$ cat src/rtl/xfer_ctrl_if.sv
// Bundle of the transfer-controller signals: scan request, memory A read side,
// counter increment strobes, memory B write port and status flags.
interface xfer_ctrl_if #(
    parameter int DW = 8,
    parameter int AW = 3
);
    logic          Start;
    logic [AW-1:0] AddrA;
    logic [DW-1:0] DOutA;
    logic          IncA;
    logic          IncB;
    logic          WEB;
    logic [DW-1:0] DInB;
    logic [2:0]    WrCount;
    logic          Busy;
    logic          Done;
    logic          Overflow;

    modport master (
        input  Start, AddrA, DOutA,
        output IncA, IncB, WEB, DInB, WrCount, Busy, Done, Overflow
    );

    modport slave (
        output Start, AddrA, DOutA,
        input  IncA, IncB, WEB, DInB, WrCount, Busy, Done, Overflow
    );
endinterface

$ cat src/rtl/xfer_ctrl.sv
// Scans memory A, and for every strictly increasing neighbour pair writes the
// difference into the 4-entry memory B; one scan per Reset.
module xfer_ctrl #(
    parameter int DW = 8,
    parameter int AW = 3,
    parameter int NA = 8,
    parameter int NB = 4
) (
    input logic         clock,
    input logic         Reset,
    xfer_ctrl_if.master bus
);

    typedef enum logic [2:0] {
        S_IDLE  = 3'd0,
        S_LOAD  = 3'd1,
        S_CMP   = 3'd2,
        S_WRITE = 3'd3,
        S_INCB  = 3'd4,
        S_DONE  = 3'd5
    } state_t;

    localparam logic [AW-1:0] LAST_A = AW'(NA - 1);
    localparam logic [2:0]    NB_W   = 3'(NB);

    state_t        state_q, state_d;
    logic [DW-1:0] prev_q, prev_d;
    logic [DW-1:0] dinb_q, dinb_d;
    logic [2:0]    wr_count_q, wr_count_d;
    logic          done_q, done_d;
    logic          overflow_q, overflow_d;
    logic          last_flag_q, last_flag_d;
    logic          inc_a_s;
    logic          qual_s;
    logic          is_last_s;

    // State and datapath registers; Reset aborts a scan at once.
    always_ff @(posedge clock or posedge Reset) begin
        if (Reset) begin
            state_q     <= S_IDLE;
            prev_q      <= {DW{1'b0}};
            dinb_q      <= {DW{1'b0}};
            wr_count_q  <= 3'd0;
            done_q      <= 1'b0;
            overflow_q  <= 1'b0;
            last_flag_q <= 1'b0;
        end else begin
            state_q     <= state_d;
            prev_q      <= prev_d;
            dinb_q      <= dinb_d;
            wr_count_q  <= wr_count_d;
            done_q      <= done_d;
            overflow_q  <= overflow_d;
            last_flag_q <= last_flag_d;
        end
    end

    // Next-state, datapath updates and the Mealy IncA strobe.
    always_comb begin
        state_d     = state_q;
        prev_d      = prev_q;
        dinb_d      = dinb_q;
        wr_count_d  = wr_count_q;
        done_d      = done_q;
        overflow_d  = overflow_q;
        last_flag_d = last_flag_q;
        inc_a_s     = 1'b0;
        qual_s      = (bus.DOutA > prev_q);
        is_last_s   = (bus.AddrA == LAST_A);

        case (state_q)
            S_IDLE: begin
                if (bus.Start) begin
                    state_d = S_LOAD;
                end else begin
                    state_d = S_IDLE;
                end
            end
            S_LOAD: begin
                prev_d  = bus.DOutA;
                inc_a_s = 1'b1;
                state_d = S_CMP;
            end
            S_CMP: begin
                prev_d      = bus.DOutA;
                last_flag_d = is_last_s;
                inc_a_s     = !is_last_s;
                if (qual_s && (wr_count_q < NB_W)) begin
                    // Strict compare guarantees the difference is positive.
                    dinb_d  = bus.DOutA - prev_q;
                    state_d = S_WRITE;
                end else begin
                    if (qual_s) begin
                        overflow_d = 1'b1;
                    end else begin
                        overflow_d = overflow_q;
                    end
                    if (is_last_s) begin
                        state_d = S_DONE;
                        done_d  = 1'b1;
                    end else begin
                        state_d = S_CMP;
                    end
                end
            end
            S_WRITE: begin
                wr_count_d = wr_count_q + 3'd1;
                state_d    = S_INCB;
            end
            S_INCB: begin
                // B address moves only after the write edge has passed.
                if (last_flag_q) begin
                    state_d = S_DONE;
                    done_d  = 1'b1;
                end else begin
                    state_d = S_CMP;
                end
            end
            S_DONE: begin
                done_d  = 1'b1;
                state_d = S_DONE;
            end
            default: begin
                state_d = S_IDLE;
            end
        endcase
    end

    assign bus.IncA     = inc_a_s;
    assign bus.IncB     = (state_q == S_INCB);
    assign bus.WEB      = (state_q == S_WRITE);
    assign bus.Busy     = (state_q == S_LOAD) || (state_q == S_CMP) ||
                          (state_q == S_WRITE) || (state_q == S_INCB);
    assign bus.DInB     = dinb_q;
    assign bus.WrCount  = wr_count_q;
    assign bus.Done     = done_q;
    assign bus.Overflow = overflow_q;

endmodule
$ cat src/flat_wrapper.sv
// flat-port wrapper written by rule: the top's interface ports become plain ports
module xfer_ctrl_flat 
#(
    parameter int DW = 8,
    parameter int AW = 3,
    parameter int NA = 8,
    parameter int NB = 4
)
  (clock, Reset, bus_Start, bus_AddrA, bus_DOutA, bus_IncA, bus_IncB, bus_WEB, bus_DInB, bus_WrCount, bus_Busy, bus_Done, bus_Overflow);
  xfer_ctrl_if #(.DW(DW), .AW(AW)) bus_i ();
  input logic clock;
  input logic Reset;
  input wire logic [$bits(bus_i.Start)-1:0] bus_Start;
  input wire logic [$bits(bus_i.AddrA)-1:0] bus_AddrA;
  input wire logic [$bits(bus_i.DOutA)-1:0] bus_DOutA;
  output wire logic [$bits(bus_i.IncA)-1:0] bus_IncA;
  output wire logic [$bits(bus_i.IncB)-1:0] bus_IncB;
  output wire logic [$bits(bus_i.WEB)-1:0] bus_WEB;
  output wire logic [$bits(bus_i.DInB)-1:0] bus_DInB;
  output wire logic [$bits(bus_i.WrCount)-1:0] bus_WrCount;
  output wire logic [$bits(bus_i.Busy)-1:0] bus_Busy;
  output wire logic [$bits(bus_i.Done)-1:0] bus_Done;
  output wire logic [$bits(bus_i.Overflow)-1:0] bus_Overflow;
  assign bus_i.Start = bus_Start;
  assign bus_i.AddrA = bus_AddrA;
  assign bus_i.DOutA = bus_DOutA;
  assign bus_IncA = bus_i.IncA;
  assign bus_IncB = bus_i.IncB;
  assign bus_WEB = bus_i.WEB;
  assign bus_DInB = bus_i.DInB;
  assign bus_WrCount = bus_i.WrCount;
  assign bus_Busy = bus_i.Busy;
  assign bus_Done = bus_i.Done;
  assign bus_Overflow = bus_i.Overflow;
  xfer_ctrl #(.DW(DW), .AW(AW), .NA(NA), .NB(NB)) u_core (.clock(clock), .Reset(Reset), .bus(bus_i));
endmodule
$ cat config.mk
export PLATFORM = sky130hd
export DESIGN_NAME = xfer_ctrl_flat
export DESIGN_NICKNAME = d
export VERILOG_FILES = /design/src/rtl/xfer_ctrl_if.sv /design/src/rtl/xfer_ctrl.sv /design/src/flat_wrapper.sv
export SDC_FILE = /design/constraint.sdc
export NUM_CORES = 1
export LEC_CHECK = 0
export BUFFER_PORTS_ARGS = -buffer_cell sky130_fd_sc_hd__buf_2
export CORE_ASPECT_RATIO = 0.8
export CORE_MARGIN = 8
export CORE_UTILIZATION = 57
export DETAILED_ROUTE_END_ITERATION = 6
export PLACE_DENSITY = 0.85
export SYNTH_ARGS = -nofsm -noshare
export SYNTH_HDL_FRONTEND = slang
export SYNTH_SLANG_ARGS = --single-unit
$ cat constraint.sdc
create_clock -name clock -period 4.1 [get_ports clock]
set_input_delay 0 -clock clock [delete_from_list [all_inputs] [get_ports clock]]
set_output_delay 0 -clock clock [all_outputs]
set_load 0.01 [all_outputs]
Word-level counts from Yosys, hierarchy flattened:

Cells that the tools add are included.

* flip-flop bits (word level): 25
* latch bits: 0
* bits in writable memories: 0
* bits in read-only memories: 0
* output and inout port bits: 17
* logic and storage cells: 42
* memories kept: 0

* $add $sub $neg: 2
* multipliers: 0
* div/mod/pow operators: 0
* $lt $le $gt $ge: 2
* eq/ne operators: 9
* shift-type cells: 0
* muxes and demuxes: 10
* bitwise gates (word level): 1
* reductions and logical operators: 11

Operator list (number)
* $pmux 3 s6: 1
* $eq 3x3->1 const B: 3
* $mux 3: 3
* $gt 8x8->1: 1
* $sub 8x8->8: 1
* $eq 3x2->1 const B: 2
* $mux 1: 4
* $ne 2x1->1 const B: 2
* $reduce_and 4->1: 1
* $add 3x1->3 const B: 1
* $eq 3x1->1 const B: 1
* $logic_not 3->1: 1
* $logic_or 1x1->1: 3
* $lt 3x3->1 const B: 1
* $pmux 1 s3: 1
* $reduce_and 3->1: 1
* $reduce_bool 3->1: 1
* $ne 2x2->1 const B: 1
* $pmux 1 s2: 1
* $reduce_and 2->1: 1
* $reduce_or 2->1: 1
* $logic_and 1x1->1: 1
* $logic_not 1->1: 1
* $not 1->1: 1

Depth between registers and ports, before layout:

* word-level depth: 4
* gate-level depth with buffers: 9
* mapped depth without buffers: 8

Least setup slack after synthesis:

Ideal clock, no wire load.

* path type: register -> register
* from: reg u_core.prev_q[0]
* to: reg u_core.done_q (netlist: u_core.bus.Done)
* arrival time: 2.032 ns
* required time: 3.976 ns
* path slack: 1.945 ns
* stages on the path, launching flop included: 8
* period minus slack after synthesis: 2.155 ns
* cells stage by stage: dfrtp_1 ha_1 fa_1 nand2b_1 a211oi_2 nor2_1 or3_1 a211o_1

* word-level cells in the longest chain between the ends: 4

RTL lines
* start: declaration: RTL line xfer_ctrl.sv:27 `logic [DW-1:0] prev_q, prev_d;`
* start signal: assignment: RTL line xfer_ctrl.sv:41 `prev_q <= {DW{1'b0}};`
* start signal: assignment: RTL line xfer_ctrl.sv:49 `prev_q <= prev_d;`
* $gt 8x8->1: RTL line xfer_ctrl.sv:68 `qual_s = (bus.DOutA > prev_q);`
* $logic_and 1x1->1: RTL line xfer_ctrl.sv:88 `if (qual_s && (wr_count_q < NB_W)) begin`
* $ne 2x2->1 (no line)
* $reduce_and 4->1 (no line)
* end signal: assignment: RTL line xfer_ctrl.sv:52 `done_q <= done_d;`
* end: declaration: RTL line xfer_ctrl.sv:30 `logic done_q, done_d;`

No other way between the ends.
A chain may end at the register's enable or synchronous reset.

Worst setup path after layout:

Ends and elaborated chain as after synthesis.

==> impl_metrics.yaml <==
routing:
  drt_iter0_markers: 98
  vias: 1253
  viasPerCell: 5.47
  routed_wl_um: 3110
  ant_nets: 0
  drcViolationCount: 0
  post_drt_wl_per_cell_um: 13.6
  drtPass1Iterations: 4
final_layout:
  stdcell_area_mm2: 0.00174
  layout.cells.non_filler: 229
  area_growth_pct: 20.5
  antenna_cells: 0
  final_layout_size_suffix_gt1_share_pct: 21.2
  nNetsFinal: 218
floorplanning:
  start_util_pct: 59.5
  boundaryPins: 31
  core_area_mm2: 0.00242
  fp.dieArea_mm2: 0.00440
  placement_rows: 16
  die_x_um: 72.2
  die_h_um: 61.0
timing:
  maxSlewViolCount: 0
  worst_slack_ns: 1.74
  slew_headroom_pct: 33.4
  rsz0062_at_grt: "false"
  max_freq_ghz: 0.423
  fin_crit_ns: 2.36
  setup_viol_count_final: 0
  clock_skew_ns: 0.00265
  period_share_pct: 57.6
  worstMarginPinSlew_ns: 0.999
  setup_tns_ns: 0
  hold_viol: 0
yosys:
  yosysTopAreaCell: "dfrtp_1"
  synth_cell_type_count: 40
  synth.yosys.seq_area_share_pct: 43.4
  synth_area_leaders: "dfrtp_1 43%, ha_1 7.8%, o21ai_0 5.9%"
  synth_edf_count: 0
  netlist_area_mm2: 0.00144
  synth_fp_nets: 178
  synth_top_area_share_pct: 43.4
  synth_area_per_cell_um2: 9.36
  synth_most_common_cell: "dfrtp_1"
  synthArstFlopShare_pct: 100
  syn_inst: 154
  ys_ff_latch: 25
  synth_common_cells: "25 x dfrtp_1, 19 x nand2_1, 17 x o21ai_0"
  synth_flop_cell: "dfrtp_1"
  yosys_warnings: 0
critical_path:
  rr_worst_depth: 7
  worstPathArrival_ns: 2.58
  crit_slowest_cell: "fa_1"
  startpoint: "u_core.prev_q[0]"
  max_stage_delay_ns: 0.41
  critical_path.endpoint_type: "register"
  r2r_setup_slack_ns: 1.74
  crit_type: "reg -> reg"
  required_ns: 4.32
  reg2reg_from: "u_core.prev_q[0]"
  path_cells: "ha_1 -> fa_1 -> nand2b_1 -> a211oi_2 -> nor2_1 -> or3_1 -> a211o_1"
  endpoint: "u_core.bus.Done"
  crit_fanout: 3
  r2r-end: "u_core.bus.Done"
  critPathLaunchType: "register"
placement:
  io_buffers: 30
  place_area_mm2: 0.00162
  dpl_worst_slack_ns: 1.77
  place_inst: 216
  gp_congestion: 0.886
  post-dp-hpwl_um: 2360
pwr:
  leakagePower_nw: 0.849
  p_comb_share_pct: 57.7
  sw_frac_of_total_pct: 44.7
  power.total_mw: 1.33
  seq_power_share_pct: 34.3
  p_per_area_mw_per_mm2: 767
  switchingPower_uw: 596
  vdd_drop_max_mv: 0.452
  p_clk_share_pct: 8.1
  power.internal_uw: 736
clock_network:
  clockBufferDepth: 2
  cts-root-buf: "clkbuf_4"
  clkTransAtPathRegs_ns: 0.13
  insertion_delay_ns: 0.32
  cts.sinks: 25
  h-tree-depth: 1
  numCtsBuffers: 3
  postCtsSetupRepairBufs: 0
  cts_tree: "done"
status:
  status: "finished, final reports clean"
global_routing:
  grt_pass1_vias: 1169
  grt_pass1_wl_um: 5300
  grt_max_degree: 26
  track_usage_pct: 15.4
  antenna_found_initial: 0
  gr-total-overflow: 0
hold_path:
  min_path_type: "in -> reg"
flow_run:
  cap_viol_max_count: 0
-- registers in the layout, indices dropped and copies added (netlist names) --
signal / cells
u_core.bus.Overflow: 1
u_core.last_flag_q: 1
u_core.bus.DInB: 8
u_core.bus.WrCount: 3
u_core.state_q: 3
u_core.prev_q: 8
u_core.bus.Done: 1
-- how the worst min path moves through the flow --
stage	from	to	slack [ns]	cells past startpoint
finish	bus_AddrA[0]	u_core.last_flag_q	0.09	4
CTS	bus_AddrA[0]	u_core.last_flag_q	0.07	4
floorplan	Reset	u_core.bus.DInB[0]	0.03	1
detailed placement	bus_DOutA[5]	u_core.prev_q[5]	0.23	3
global route	bus_AddrA[0]	u_core.last_flag_q	0.10	4
global placement	bus_DOutA[5]	u_core.prev_q[5]	0.22	3
-- power groups by stage --
| stage | clock network [mW] | logic, mW | registers (mW) |
|---|---|---|---|
| 6_report | 0.107 | 0.768 | 0.457 |
| 5_1_grt | 0.121 | 0.863 | 0.473 |
| 4_1_cts | 0.115 | 0.763 | 0.455 |
| 2_1_floorplan | 0 | 0.538 | 0.459 |
| 3_3_place_gp | 0 | 0.722 | 0.453 |
| 3_5_place_dp | 0 | 0.751 | 0.461 |
-- metal layers --
metal  global-route usage [%]  up-vias  part of all wire, %
met1                     19.2      586                   47
met3                     5.61        7                  7.0
met5                        0        -                    0
met2                     24.1       48                   44
met4                     5.22        0                  1.6
li1                         -      612                    -
-- cells by family (layout without fill, tap and decap cells) --
| family | after synthesis | after routing | synth area share, % |
|---|---|---|---|
| XOR/XNOR | 6 | 6 | 3.65 |
| multiplexers | 4 | 4 | 2.95 |
| buffers and inverters | 16 | 55 | 4.34 |
| AND/OR/NAND/NOR | 52 | 52 | 18.2 |
| AO/OA/AOI/OAI | 41 | 41 | 18.2 |
| adder cells (fa/ha/maj) | 10 | 10 | 9.20 |
| flip-flops | 25 | 25 | 43.4 |
-- area by class of cell --
type,instances,area [um^2]
tap,36,45.0
timing repair buffer,39,240
clock buffer,3,22.5
inverter,12,45.0
clock inverter,1,5.00
fill,179,686
sequential,25,626
multi-input combinational,113,753
-- cells in the final DEF, fill, tap and decap left out, types with 2 or more instances in the layout --
master and instances:
xor2_1 2, o211ai_1 2, dfrtp_1 25, nand2b_1 9, a21oi_1 7, ha_1 9, a21o_1 3, buf_2 30
inv_1 12, mux2_2 2, nor2_1 11, nand4_1 2, mux2i_1 2, xnor2_1 4, o21ai_0 17, o31ai_1 2
dlygate4sd3_1 9, nand2_1 19, clkbuf_4 3
-- worst max-delay path, delay by kind of cell (launching register included) --
kind,cells,cell delay (ns)
simple gates,3,0.69
fa+ha+maj,2,0.61
compound gates,2,0.55
flops,1,0.40
-- what timing repair did --
action,4_1_cts,5_1_grt
hold buffers,9,0
endpoints found under the hold margin,33,0
gates resized for setup,0,0
-- stage by stage --
step / hold WS [ns] / utilization (%)
after floorplan: 0.0273 / -
after global placement: 0.222 / 66.8
after detailed placement: 0.231 / 66.8
after CTS: 0.0657 / 71.7
after global routing: 0.103 / 71.7
final: 0.0863 / 71.7
No activity file was read; power rests on OpenSTA's default activity.
